$ cat src/rtl/vga_timing_pkg.sv
// ---------------------------------------------------------------------------
// vga_timing_pkg
// Shared definitions for the VGA raster timing generator:
//   - default 640x480@60 timing constants (pixel clock 25.175 MHz class)
//   - calc_total(): line/frame length from active + porches + sync
//   - in_window():  half-open window compare used for sync decode
// ---------------------------------------------------------------------------
package vga_timing_pkg;

    localparam int DEF_H_ACTIVE = 640;
    localparam int DEF_H_FP     = 16;
    localparam int DEF_H_SYNC   = 96;
    localparam int DEF_H_BP     = 48;
    localparam int DEF_V_ACTIVE = 480;
    localparam int DEF_V_FP     = 10;
    localparam int DEF_V_SYNC   = 2;
    localparam int DEF_V_BP     = 33;

    function automatic int calc_total(input int active, input int fp,
                                      input int sync, input int bp);
        return active + fp + sync + bp;
    endfunction

    // True when start <= cnt < start + width.
    function automatic logic in_window(input int cnt, input int start,
                                       input int width);
        return (cnt >= start) && (cnt < start + width);
    endfunction

endpackage

$ cat src/rtl/vga_raster_cnt.sv
// ---------------------------------------------------------------------------
// vga_raster_cnt
// Horizontal/vertical counter pair for one raster position. The pair resets
// to (H_START, V_START) and advances by one pixel on every i_ce; h wraps at
// H_TOTAL-1 and carries into v, which wraps at V_TOTAL-1.
// The position the pair moves to on the next tick is exported, so the parent
// can register its decode in the same cycle the counters update.
// Ports:
//   clk       in   clock
//   rst       in   synchronous reset, active-high
//   i_ce      in   pixel tick enable
//   o_h_nxt   out  h after the next tick
//   o_v_nxt   out  v after the next tick
// ---------------------------------------------------------------------------
module vga_raster_cnt
    import vga_timing_pkg::*;
#(
    parameter int H_TOTAL = calc_total(DEF_H_ACTIVE, DEF_H_FP, DEF_H_SYNC, DEF_H_BP),
    parameter int V_TOTAL = calc_total(DEF_V_ACTIVE, DEF_V_FP, DEF_V_SYNC, DEF_V_BP),
    parameter int H_START = 0,
    parameter int V_START = 0,
    parameter int HW      = $clog2(H_TOTAL),
    parameter int VW      = $clog2(V_TOTAL)
) (
    input  logic          clk,
    input  logic          rst,
    input  logic          i_ce,
    output logic [HW-1:0] o_h_nxt,
    output logic [VW-1:0] o_v_nxt
);

    logic [HW-1:0] r_h;
    logic [VW-1:0] r_v;
    logic          w_h_last;
    logic          w_v_last;

    always_comb begin
        w_h_last = (r_h == HW'(H_TOTAL - 1));
        w_v_last = (r_v == VW'(V_TOTAL - 1));
        o_h_nxt  = w_h_last ? '0 : r_h + HW'(1);
        o_v_nxt  = r_v;
        if (w_h_last) begin
            o_v_nxt = w_v_last ? '0 : r_v + VW'(1);
        end
    end

    always_ff @(posedge clk) begin
        // NOTE: state registers use non-blocking assignments so every flop
        // samples pre-edge values regardless of block evaluation order.
        if (rst) begin
            r_h <= HW'(H_START);
            r_v <= VW'(V_START);
        end else if (i_ce) begin
            r_h <= o_h_nxt;
            r_v <= o_v_nxt;
        end
    end

endmodule

$ cat src/rtl/vga_timing_gen.sv
// ---------------------------------------------------------------------------
// vga_timing_gen
// Parametrised VGA raster timing generator. A display counter pair drives
// sync, blanking and coordinates; a second pair runs LEAD pixel ticks ahead
// and produces the prefetch coordinate stream for screen/char RAM lookups.
// All outputs are registered and move only on pix_ce (or rst).
// Ports:
//   clk            in   clock
//   rst            in   synchronous reset, active-high (priority over pix_ce)
//   pix_ce         in   pixel tick enable
//   h_sync_o       out  horizontal sync, active level HS_POL
//   v_sync_o       out  vertical sync, active level VS_POL
//   active_o       out  current pixel is visible
//   posx / posy    out  display coordinate, 0 while blanked
//   line_start_o   out  one-clk pulse on the tick where h becomes 0
//   frame_start_o  out  one-clk pulse on the tick where h and v become 0
//   fetch_valid_o  out  fetch coordinate is visible
//   fetch_x/y      out  coordinate to fetch now, displayed LEAD ticks later
// ---------------------------------------------------------------------------
module vga_timing_gen
    import vga_timing_pkg::*;
#(
    parameter int H_ACTIVE = DEF_H_ACTIVE,
    parameter int H_FP     = DEF_H_FP,
    parameter int H_SYNC   = DEF_H_SYNC,
    parameter int H_BP     = DEF_H_BP,
    parameter int V_ACTIVE = DEF_V_ACTIVE,
    parameter int V_FP     = DEF_V_FP,
    parameter int V_SYNC   = DEF_V_SYNC,
    parameter int V_BP     = DEF_V_BP,
    parameter bit HS_POL   = 1'b0,
    parameter bit VS_POL   = 1'b0,
    parameter int LEAD     = 2,
    parameter int XW       = 10,
    parameter int YW       = 10
) (
    input  logic          clk,
    input  logic          rst,
    input  logic          pix_ce,
    output logic          h_sync_o,
    output logic          v_sync_o,
    output logic          active_o,
    output logic [XW-1:0] posx,
    output logic [YW-1:0] posy,
    output logic          line_start_o,
    output logic          frame_start_o,
    output logic          fetch_valid_o,
    output logic [XW-1:0] fetch_x,
    output logic [YW-1:0] fetch_y
);

    localparam int H_TOTAL = calc_total(H_ACTIVE, H_FP, H_SYNC, H_BP);
    localparam int V_TOTAL = calc_total(V_ACTIVE, V_FP, V_SYNC, V_BP);
    localparam int HW      = $clog2(H_TOTAL);
    localparam int VW      = $clog2(V_TOTAL);

    if (H_ACTIVE < 1 || H_SYNC < 1 || V_ACTIVE < 1 || V_SYNC < 1 ||
        H_FP < 0 || H_BP < 0 || V_FP < 0 || V_BP < 0) begin : g_bad_timing
        $error("vga_timing_gen: active and sync widths must be >= 1, porches >= 0");
    end
    if (LEAD < 0 || LEAD >= H_TOTAL) begin : g_bad_lead
        $error("vga_timing_gen: LEAD must lie in 0..H_TOTAL-1");
    end
    if (H_ACTIVE > 2**XW || V_ACTIVE > 2**YW) begin : g_bad_width
        $error("vga_timing_gen: XW/YW too narrow for the visible window");
    end

    typedef struct packed {
        logic          h_sync;
        logic          v_sync;
        logic          active;
        logic [XW-1:0] x;
        logic [YW-1:0] y;
        logic          fetch_valid;
        logic [XW-1:0] fx;
        logic [YW-1:0] fy;
    } out_t;

    logic [HW-1:0] w_h_nxt;
    logic [VW-1:0] w_v_nxt;
    logic [HW-1:0] w_fh_nxt;
    logic [VW-1:0] w_fv_nxt;

    int   w_dh, w_dv, w_fh, w_fv;
    out_t w_out;
    logic w_line_start;
    logic w_frame_start;

    out_t r_out;
    logic r_line_start;
    logic r_frame_start;

    vga_raster_cnt #(
        .H_TOTAL (H_TOTAL), .V_TOTAL (V_TOTAL),
        .H_START (0),       .V_START (0),
        .HW      (HW),      .VW      (VW)
    ) u_disp_cnt (
        .clk     (clk),
        .rst     (rst),
        .i_ce    (pix_ce),
        .o_h_nxt (w_h_nxt),
        .o_v_nxt (w_v_nxt)
    );

    // LEAD < H_TOTAL, so the fetch pair starts on line 0 without a carry.
    vga_raster_cnt #(
        .H_TOTAL (H_TOTAL), .V_TOTAL (V_TOTAL),
        .H_START (LEAD),    .V_START (0),
        .HW      (HW),      .VW      (VW)
    ) u_fetch_cnt (
        .clk     (clk),
        .rst     (rst),
        .i_ce    (pix_ce),
        .o_h_nxt (w_fh_nxt),
        .o_v_nxt (w_fv_nxt)
    );

    // Decode the position the counters are about to hold; under reset that is
    // the reset position, so one decode path serves both load cases.
    always_comb begin
        // NOTE: every combinational output gets a default first so no path
        // leaves a value unassigned and infers a latch.
        w_out = '0;
        w_dh  = rst ? 0    : int'(w_h_nxt);
        w_dv  = rst ? 0    : int'(w_v_nxt);
        w_fh  = rst ? LEAD : int'(w_fh_nxt);
        w_fv  = rst ? 0    : int'(w_fv_nxt);

        w_out.active = (w_dh < H_ACTIVE) && (w_dv < V_ACTIVE);
        if (w_out.active) begin
            w_out.x = XW'(w_dh);
            w_out.y = YW'(w_dv);
        end
        w_out.h_sync = in_window(w_dh, H_ACTIVE + H_FP, H_SYNC) ? HS_POL : ~HS_POL;
        w_out.v_sync = in_window(w_dv, V_ACTIVE + V_FP, V_SYNC) ? VS_POL : ~VS_POL;

        w_out.fetch_valid = (w_fh < H_ACTIVE) && (w_fv < V_ACTIVE);
        if (w_out.fetch_valid) begin
            w_out.fx = XW'(w_fh);
            w_out.fy = YW'(w_fv);
        end

        w_line_start  = (w_dh == 0);
        w_frame_start = (w_dh == 0) && (w_dv == 0);
    end

    always_ff @(posedge clk) begin
        if (rst) begin
            r_out         <= w_out;
            r_line_start  <= 1'b0;
            r_frame_start <= 1'b0;
        end else if (pix_ce) begin
            r_out         <= w_out;
            r_line_start  <= w_line_start;
            r_frame_start <= w_frame_start;
        end else begin
            // Strobes last one clk even if pix_ce stays low afterwards.
            r_line_start  <= 1'b0;
            r_frame_start <= 1'b0;
        end
    end

    assign h_sync_o      = r_out.h_sync;
    assign v_sync_o      = r_out.v_sync;
    assign active_o      = r_out.active;
    assign posx          = r_out.x;
    assign posy          = r_out.y;
    assign fetch_valid_o = r_out.fetch_valid;
    assign fetch_x       = r_out.fx;
    assign fetch_y       = r_out.fy;
    assign line_start_o  = r_line_start;
    assign frame_start_o = r_frame_start;

endmodule

$ cat config.mk
export PLATFORM = sky130hd
export DESIGN_NAME = vga_timing_gen
export DESIGN_NICKNAME = d
export VERILOG_FILES = /design/src/rtl/vga_timing_pkg.sv /design/src/rtl/vga_raster_cnt.sv /design/src/rtl/vga_timing_gen.sv
export SDC_FILE = /design/constraint.sdc
export NUM_CORES = 1
export LEC_CHECK = 0
export CAP_MARGIN = 20
export CORE_ASPECT_RATIO = 0.7
export CORE_MARGIN = 3
export CORE_UTILIZATION = 32
export DETAILED_ROUTE_END_ITERATION = 10
export GPL_ROUTABILITY_DRIVEN = 0
export PLACE_DENSITY = 0.49
export SETUP_SLACK_MARGIN = 0.5
export SYNTH_ARGS = -nofsm -noshare
export SYNTH_HDL_FRONTEND = slang
export SYNTH_SLANG_ARGS = --single-unit
$ cat constraint.sdc
create_clock -name clk -period 4 [get_ports clk]
set_input_delay 0.8 -clock clk [delete_from_list [all_inputs] [get_ports clk]]
set_output_delay 0.8 -clock clk [all_outputs]
set_load 0.01 [all_outputs]
### Yosys cells after proc, flatten, opt, wreduce, memory -nomap -nowiden

Cells that the tools add are included.

* output and inout bits: 46
* flip-flop bits (word level): 86

* magnitude comparators: 8
* bitwise operators: 1
* eq/ne operators: 4
* add/sub/neg operators: 4
* reduce and logical (&&, ||, !) cells: 9
* multiplexer cells: 16

Operator list (count)
* $mux 10: 10
* $mux 44: 2
* $logic_not 32->1: 2
* $add 10x1->10 const B: 4
* $eq 10x10->1 const B: 4
* $mux 20: 2
* $lt 10x10->1 const B: 3
* $lt 10x9->1 const B: 3
* $ge 10x10->1 const B: 1
* $ge 10x9->1 const B: 1
* $logic_and 1x1->1: 5
* $mux 1: 2
* $reduce_bool 2->1: 1
* $reduce_or 2->1: 1
* $not 1->1: 1

### Depth between registers and ports, before layout

* depth after elaboration: 9
* gate-level depth with buffers: 11

### Hierarchy

Synthesis repeated with hierarchy kept, for this count alone.

* cell total of the unflattened synthesis: 506
* area total of the unflattened synthesis: 4814.6 um2

Modules (own cells, without submodules)
* vga_timing_gen: instances 1, seq. area each 1361.3 um2, cells an instance 117, area each 1853.0 um2
* vga_raster_cnt at u_fetch_cnt: instances 1, seq. area each 400.4 um2, cells an instance 194, area each 1481.4 um2
* vga_raster_cnt at u_disp_cnt: instances 1, seq. area each 400.4 um2, cells an instance 195, area each 1480.2 um2

### Worst setup path before layout

OpenSTA, ideal clock, no wires.

* kind: input to register
* from: input rst
* to: register r_out, in the netlist active_o (enable)
* slack: 1326 ps
* library setup time: 382 ps
* cell stages on the path: 4
* arrival time: 2292 ps
* path buffers: 3
* path through: clkbuf_1 > clkbuf_1 > clkbuf_1 > or2_2

* longest elaborated chain between the ends: 1

Ends and longest elaborated chain
* start, declared: RTL line vga_timing_gen.sv:38 `input logic rst,`
* $reduce_bool 2->1 (no source line)
* end signal, assigned: RTL line vga_timing_gen.sv:149 `r_out <= w_out;`
* end signal, assigned: RTL line vga_timing_gen.sv:153 `r_out <= w_out;`
* end, declared: RTL line vga_timing_gen.sv:89 `out_t r_out;`

Every way passes these cells.
A chain may end at the register's enable or synchronous reset.

### Final worst setup path

* from: register u_fetch_cnt.r_h[0]
* to: register r_out, in the netlist fetch_x[2], data pin

* longest elaborated chain between the ends: 8
* elaborated cells on any way between the ends: 12
* those cells by class: 1 x add/sub; 2 x order compare; 1 x eq/ne; 7 x mux; 1 x reduce/logical

Ends and longest elaborated chain
* start, declared: RTL line vga_raster_cnt.sv:32 `logic [HW-1:0] r_h;`
* start signal, assigned: RTL line vga_raster_cnt.sv:51 `r_h <= HW'(H_START);`
* start signal, assigned: RTL line vga_raster_cnt.sv:54 `r_h <= o_h_nxt;`
* $add 10x1->10 or $eq 10x10->1 (tied branches): RTL line vga_raster_cnt.sv:40, vga_raster_cnt.sv:38
* $mux 10 (on tied branches): RTL line vga_raster_cnt.sv:40, vga_raster_cnt.sv:42
* $mux 10 (on tied branches): RTL line vga_timing_gen.sv:126, vga_timing_gen.sv:127
* $lt 10x10->1 or $lt 10x9->1 (tied branches): RTL line vga_timing_gen.sv:137 `w_out.fetch_valid = (w_fh < H_ACTIVE) && (w_fv < V_ACTIVE);`
* $logic_and 1x1->1: RTL line vga_timing_gen.sv:137
* $mux 20 *: RTL line vga_timing_gen.sv:138 `if (w_out.fetch_valid) begin`
* $mux 44: RTL line vga_timing_gen.sv:152 `end else if (pix_ce) begin`
* $mux 44 *: RTL line vga_timing_gen.sv:148 `if (rst) begin`

Mark *: on every way between the ends. The rest lies on a longest branch, timed or not. The select of a mux whose other input is x is not followed.

==> summary.txt <==
STA
  – Final setup viols: 0
  – Minimum period implied by the final worst setup slack: 3.10 ns
  – Sum Neg Setup Slack: 0 ns
  – Fmax achieved: 323 MHz
  – RSZ-0062 raised after global routing: false
  – Final slew viol count: 0
  – Number of endpoints with negative hold slack in the final report: 0
  – Fraction of the cycle the final worst path needs: 77.4%
  – Worst slew margin relative to its limit: 51.2%
  – Clock skew after layout: 0.00774 ns
  – Transition time of the tightest slew-check pin: 0.730 ns

Worst setup path
  – Category of the worst setup path launch point: flop
  – Beginning of the worst register-to-register path: u_fetch_cnt.r_h[0]$_SDFFE_PP0P_
  – Worst r2r dst: fetch_x[2]$_SDFFCE_PP0P_
  – Setup Crit Path Kind: reg2reg
  – Worst R2R Path Depth: 8
  – Capturing element type of the critical path: flop
  – Required time of the critical path: 4.06 ns
  – CP max FO: 12
  – R2R Setup Slk: 0.90 ns
  – Worst EP arrival: 3.15 ns

Routing
  – DR DRC count: 0
  – Antenna Violating Nets Remaining: 0
  – Aggregate routed wire length: 11,700 um
  – Number of DRC violations after detailed-routing iteration 0: 288
  – Total number of vias: 3,853
  – Via/cell ratio: 5.31
  – Detailed-router iteration count before antenna repair: 4
  – Average wire per standard cell: 16.1 um

Cells and area
  – Final net count: 539
  – Fraction of layout instances using a drive strength above 1: 8.41%
  – Most frequent cells in the layout: sky130_fd_sc_hd__nor2_1, sky130_fd_sc_hd__clkdlybuf4s50_1, sky130_fd_sc_hd__edfxtp_1, sky130_fd_sc_hd__dfxtp_1, sky130_fd_sc_hd__nand2_1
  – Layout area overhead: 19.9%
  – Most common cell after layout, fill and taps aside: sky130_fd_sc_hd__nor2_1
  – Number of diodes added for antenna fixing: 0

CTS
  – Longest Clk Path Bufs: 2
  – # resized after CTS: 0
  – H-tree levels: 3
  – CTS Sinks: 86
  – CTS tree: built
  – # hold bufs at CTS: 0
  – Clock latency reported for the late side of the worst-skew pair: 0.34 ns
  – Clock slew at reported path FFs: 0.06 ns
  – Cell at the root of the clock tree: sky130_fd_sc_hd__clkbuf_16
  – Buffers inserted by post-CTS timing repair: 0
  – TritonCTS buffer count: 9

Power and ir drop
  – Power Dens Cells: 363 nW/um^2
  – Total power: 2.05 mW
  – Largest voltage drop on the vdd net: 0.000192 V
  – Leak: 1.88 nW

Flow run
  – Maximum Capacitance Violations: 0

Worst hold path
  – Min-Delay Path Depth: 2
  – Worst min-delay path class: reg2reg
  – Worst min-delay path endpoint: u_fetch_cnt.r_v[9]$_SDFFE_PP0P_
  – Launch point of the worst hold path: u_fetch_cnt.r_v[9]$_SDFFE_PP0P_

Synthesis
  – Sequential fraction of the synthesis area: 45.9%
  – Async set or reset register ratio after synthesis: 0%
  – Post-Synthesis Cells: 501
  – Total standard cell area after synthesis: 4710 sq um
  – Number of register bits inferred by synthesis: 86
  – Post-synth EDFFs: 44
  – Count of warnings emitted by yosys: 0
  – Mapped Avg Cell Area: 9.40 sq um
  – Most common flop cell mapped by yosys: sky130_fd_sc_hd__edfxtp_1
  – Synth unique cells: 69

Global route
  – Global-route wire length before repair: 19,000 um
  – Met2 track demand over resource in global routing: 20.6%
  – Peak-usage layer in the global routing report: met1
  – Number of global-route vias before repair: 3,584
  – Met1 usage: 22.5%
  – Total track usage: 14.8%
  – Pin count of the biggest net entering global routing: 31
  – Initial antenna violation count: 0
  – Leftover overflow at the end of global routing: 0
  – Met3 capacity usage during global routing: 3.79%

Outcome
  – Run status: completed

Placement
  – Post-DP HPWL: 8160 um
  – Count of buffers from port buffering: 48

Floorplanning
  – # rows: 36
  – Y dimension of the die: 107 um
  – Floorplan die area: 16,200 sq um
  – Die boundary width: 151 um
  – Total core area: 14,100 sq um
  – Number of ports placed on the die boundary: 49
  – Initial cell density of the core: 33.3%
==> routing by layer <==
metal  up-vias  wire length (um)
met5         -                 0
met4         0                48
met3         4               637
met2        91              4840
met1      1835              6130
li1       1923                 -
==> final cells by class <==
class | instances | area, sq um
Inverter | 10 | 37.5
Clock inverter | 3 | 67.6
Timing Repair Buffer | 60 | 578
Multi-Input combinational cell | 363 | 2300
Clock buffer | 13 | 260
Tap cell | 190 | 238
Sequential cell | 86 | 2160
Fill cell | 1432 | 8500
==> flip-flops by register name, indices dropped and copies added, names as in the netlist, 10 cells and up <==
name,count
fetch_x,10
fetch_y,10
posx,10
posy,10
u_disp_cnt.r_h,10
u_disp_cnt.r_v,10
u_fetch_cnt.r_h,10
u_fetch_cnt.r_v,10
==> power by group <==
part / internal [mW] / leakage [nW] / switching (mW)
registers: 0.956 / 0.819 / 0.0190
logic: 0.0676 / 0.905 / 0.0784
clock network: 0.582 / 0.156 / 0.344
total: 1.61 / 1.88 / 0.442
==> critical path, stage by stage (launching register included) <==
cell                      delay, ns
sky130_fd_sc_hd__dfxtp_1       0.39
sky130_fd_sc_hd__ha_1          0.28
sky130_fd_sc_hd__and4_1        0.38
sky130_fd_sc_hd__nand3_1       0.25
sky130_fd_sc_hd__nor3_1        0.27
sky130_fd_sc_hd__xnor2_1       0.13
sky130_fd_sc_hd__nor4b_2       0.69
sky130_fd_sc_hd__buf_4         0.33
sky130_fd_sc_hd__nor4_1        0.09
==> synthesized netlist by cell type, drive strengths merged (2+ instances only) <==
cell,number,area (sq um)
a21oi,25,125
nor3b,6,50.1
and4,4,35.0
o21ai,13,76.3
a31oi,9,56.3
xor2,15,131
o21bai,2,15.0
nor4,26,184
o31ai,2,15.0
ha,6,75.1
or3b,2,20.0
or3,3,18.8
nand2b,3,18.8
nor2,52,195
nand4b,4,35.0
or2,7,43.8
edfxtp,44,1320
o211ai,2,15.0
nand2,35,131
nand3b,2,15.0
a21o,2,15.0
nand4,16,106
nor4bb,2,20.0
and3,4,25.0
nor4b,7,76.3
and3b,2,17.5
nor2b,4,25.0
buf,22,138
inv,10,37.5
clkbuf,21,81.3
nor3,31,155
xnor2,17,149
a211oi,12,90.1
dfxtp,42,841
a32oi,2,17.5
mux2i,3,30.0
nand3,19,95.1
o21a,4,30.0
==> how the worst max path moves through the flow <==
stage / start / end / slack (ns)
2_1_floorplan: rst / active_o$_DFFE_PP_ / 1.33
3_3_place_gp: u_fetch_cnt.r_h[0]$_SDFFE_PP0P_ / fetch_y[4]$_SDFFCE_PP0P_ / 1.01
3_5_place_dp: u_fetch_cnt.r_h[0]$_SDFFE_PP0P_ / fetch_y[4]$_SDFFCE_PP0P_ / 0.93
4_1_cts: u_fetch_cnt.r_h[0]$_SDFFE_PP0P_ / fetch_x[0]$_SDFFCE_PP0P_ / 0.90
5_1_grt: u_fetch_cnt.r_h[0]$_SDFFE_PP0P_ / fetch_x[3]$_SDFFCE_PP0P_ / 0.59
6_report: u_fetch_cnt.r_h[0]$_SDFFE_PP0P_ / fetch_x[2]$_SDFFCE_PP0P_ / 0.90
==> per-stage QoR <==
step	instances	cell area [sq um]	util [%]	hold slack (ns)	setup WS, ns
finish	725	5640	39.9	0.518	0.904
global route	725	5640	39.9	0.554	0.586
CTS	725	5640	39.9	0.514	0.896
detailed placement	709	5310	37.6	0.503	0.929
global placement	709	5310	37.6	0.496	1.01
floorplan	502	4710	-	0.467	1.33
==> logic make-up (layout without fill, tap and decap cells) <==
logic type / after synthesis / count (layout) / share of synthesized area (%)
AND/OR/NAND/NOR: 232 / 232 / 27.4
XOR/XNOR: 32 / 32 / 5.95
flip-flops: 86 / 86 / 45.9
AO/OA/AOI/OAI: 88 / 88 / 13.0
buffers and inverters: 53 / 86 / 5.45
adder cells (fa/ha/maj): 6 / 6 / 1.59
multiplexers: 3 / 3 / 0.638
other: 1 / 2 / 0.0797
(Power assumes the default switching activity.)
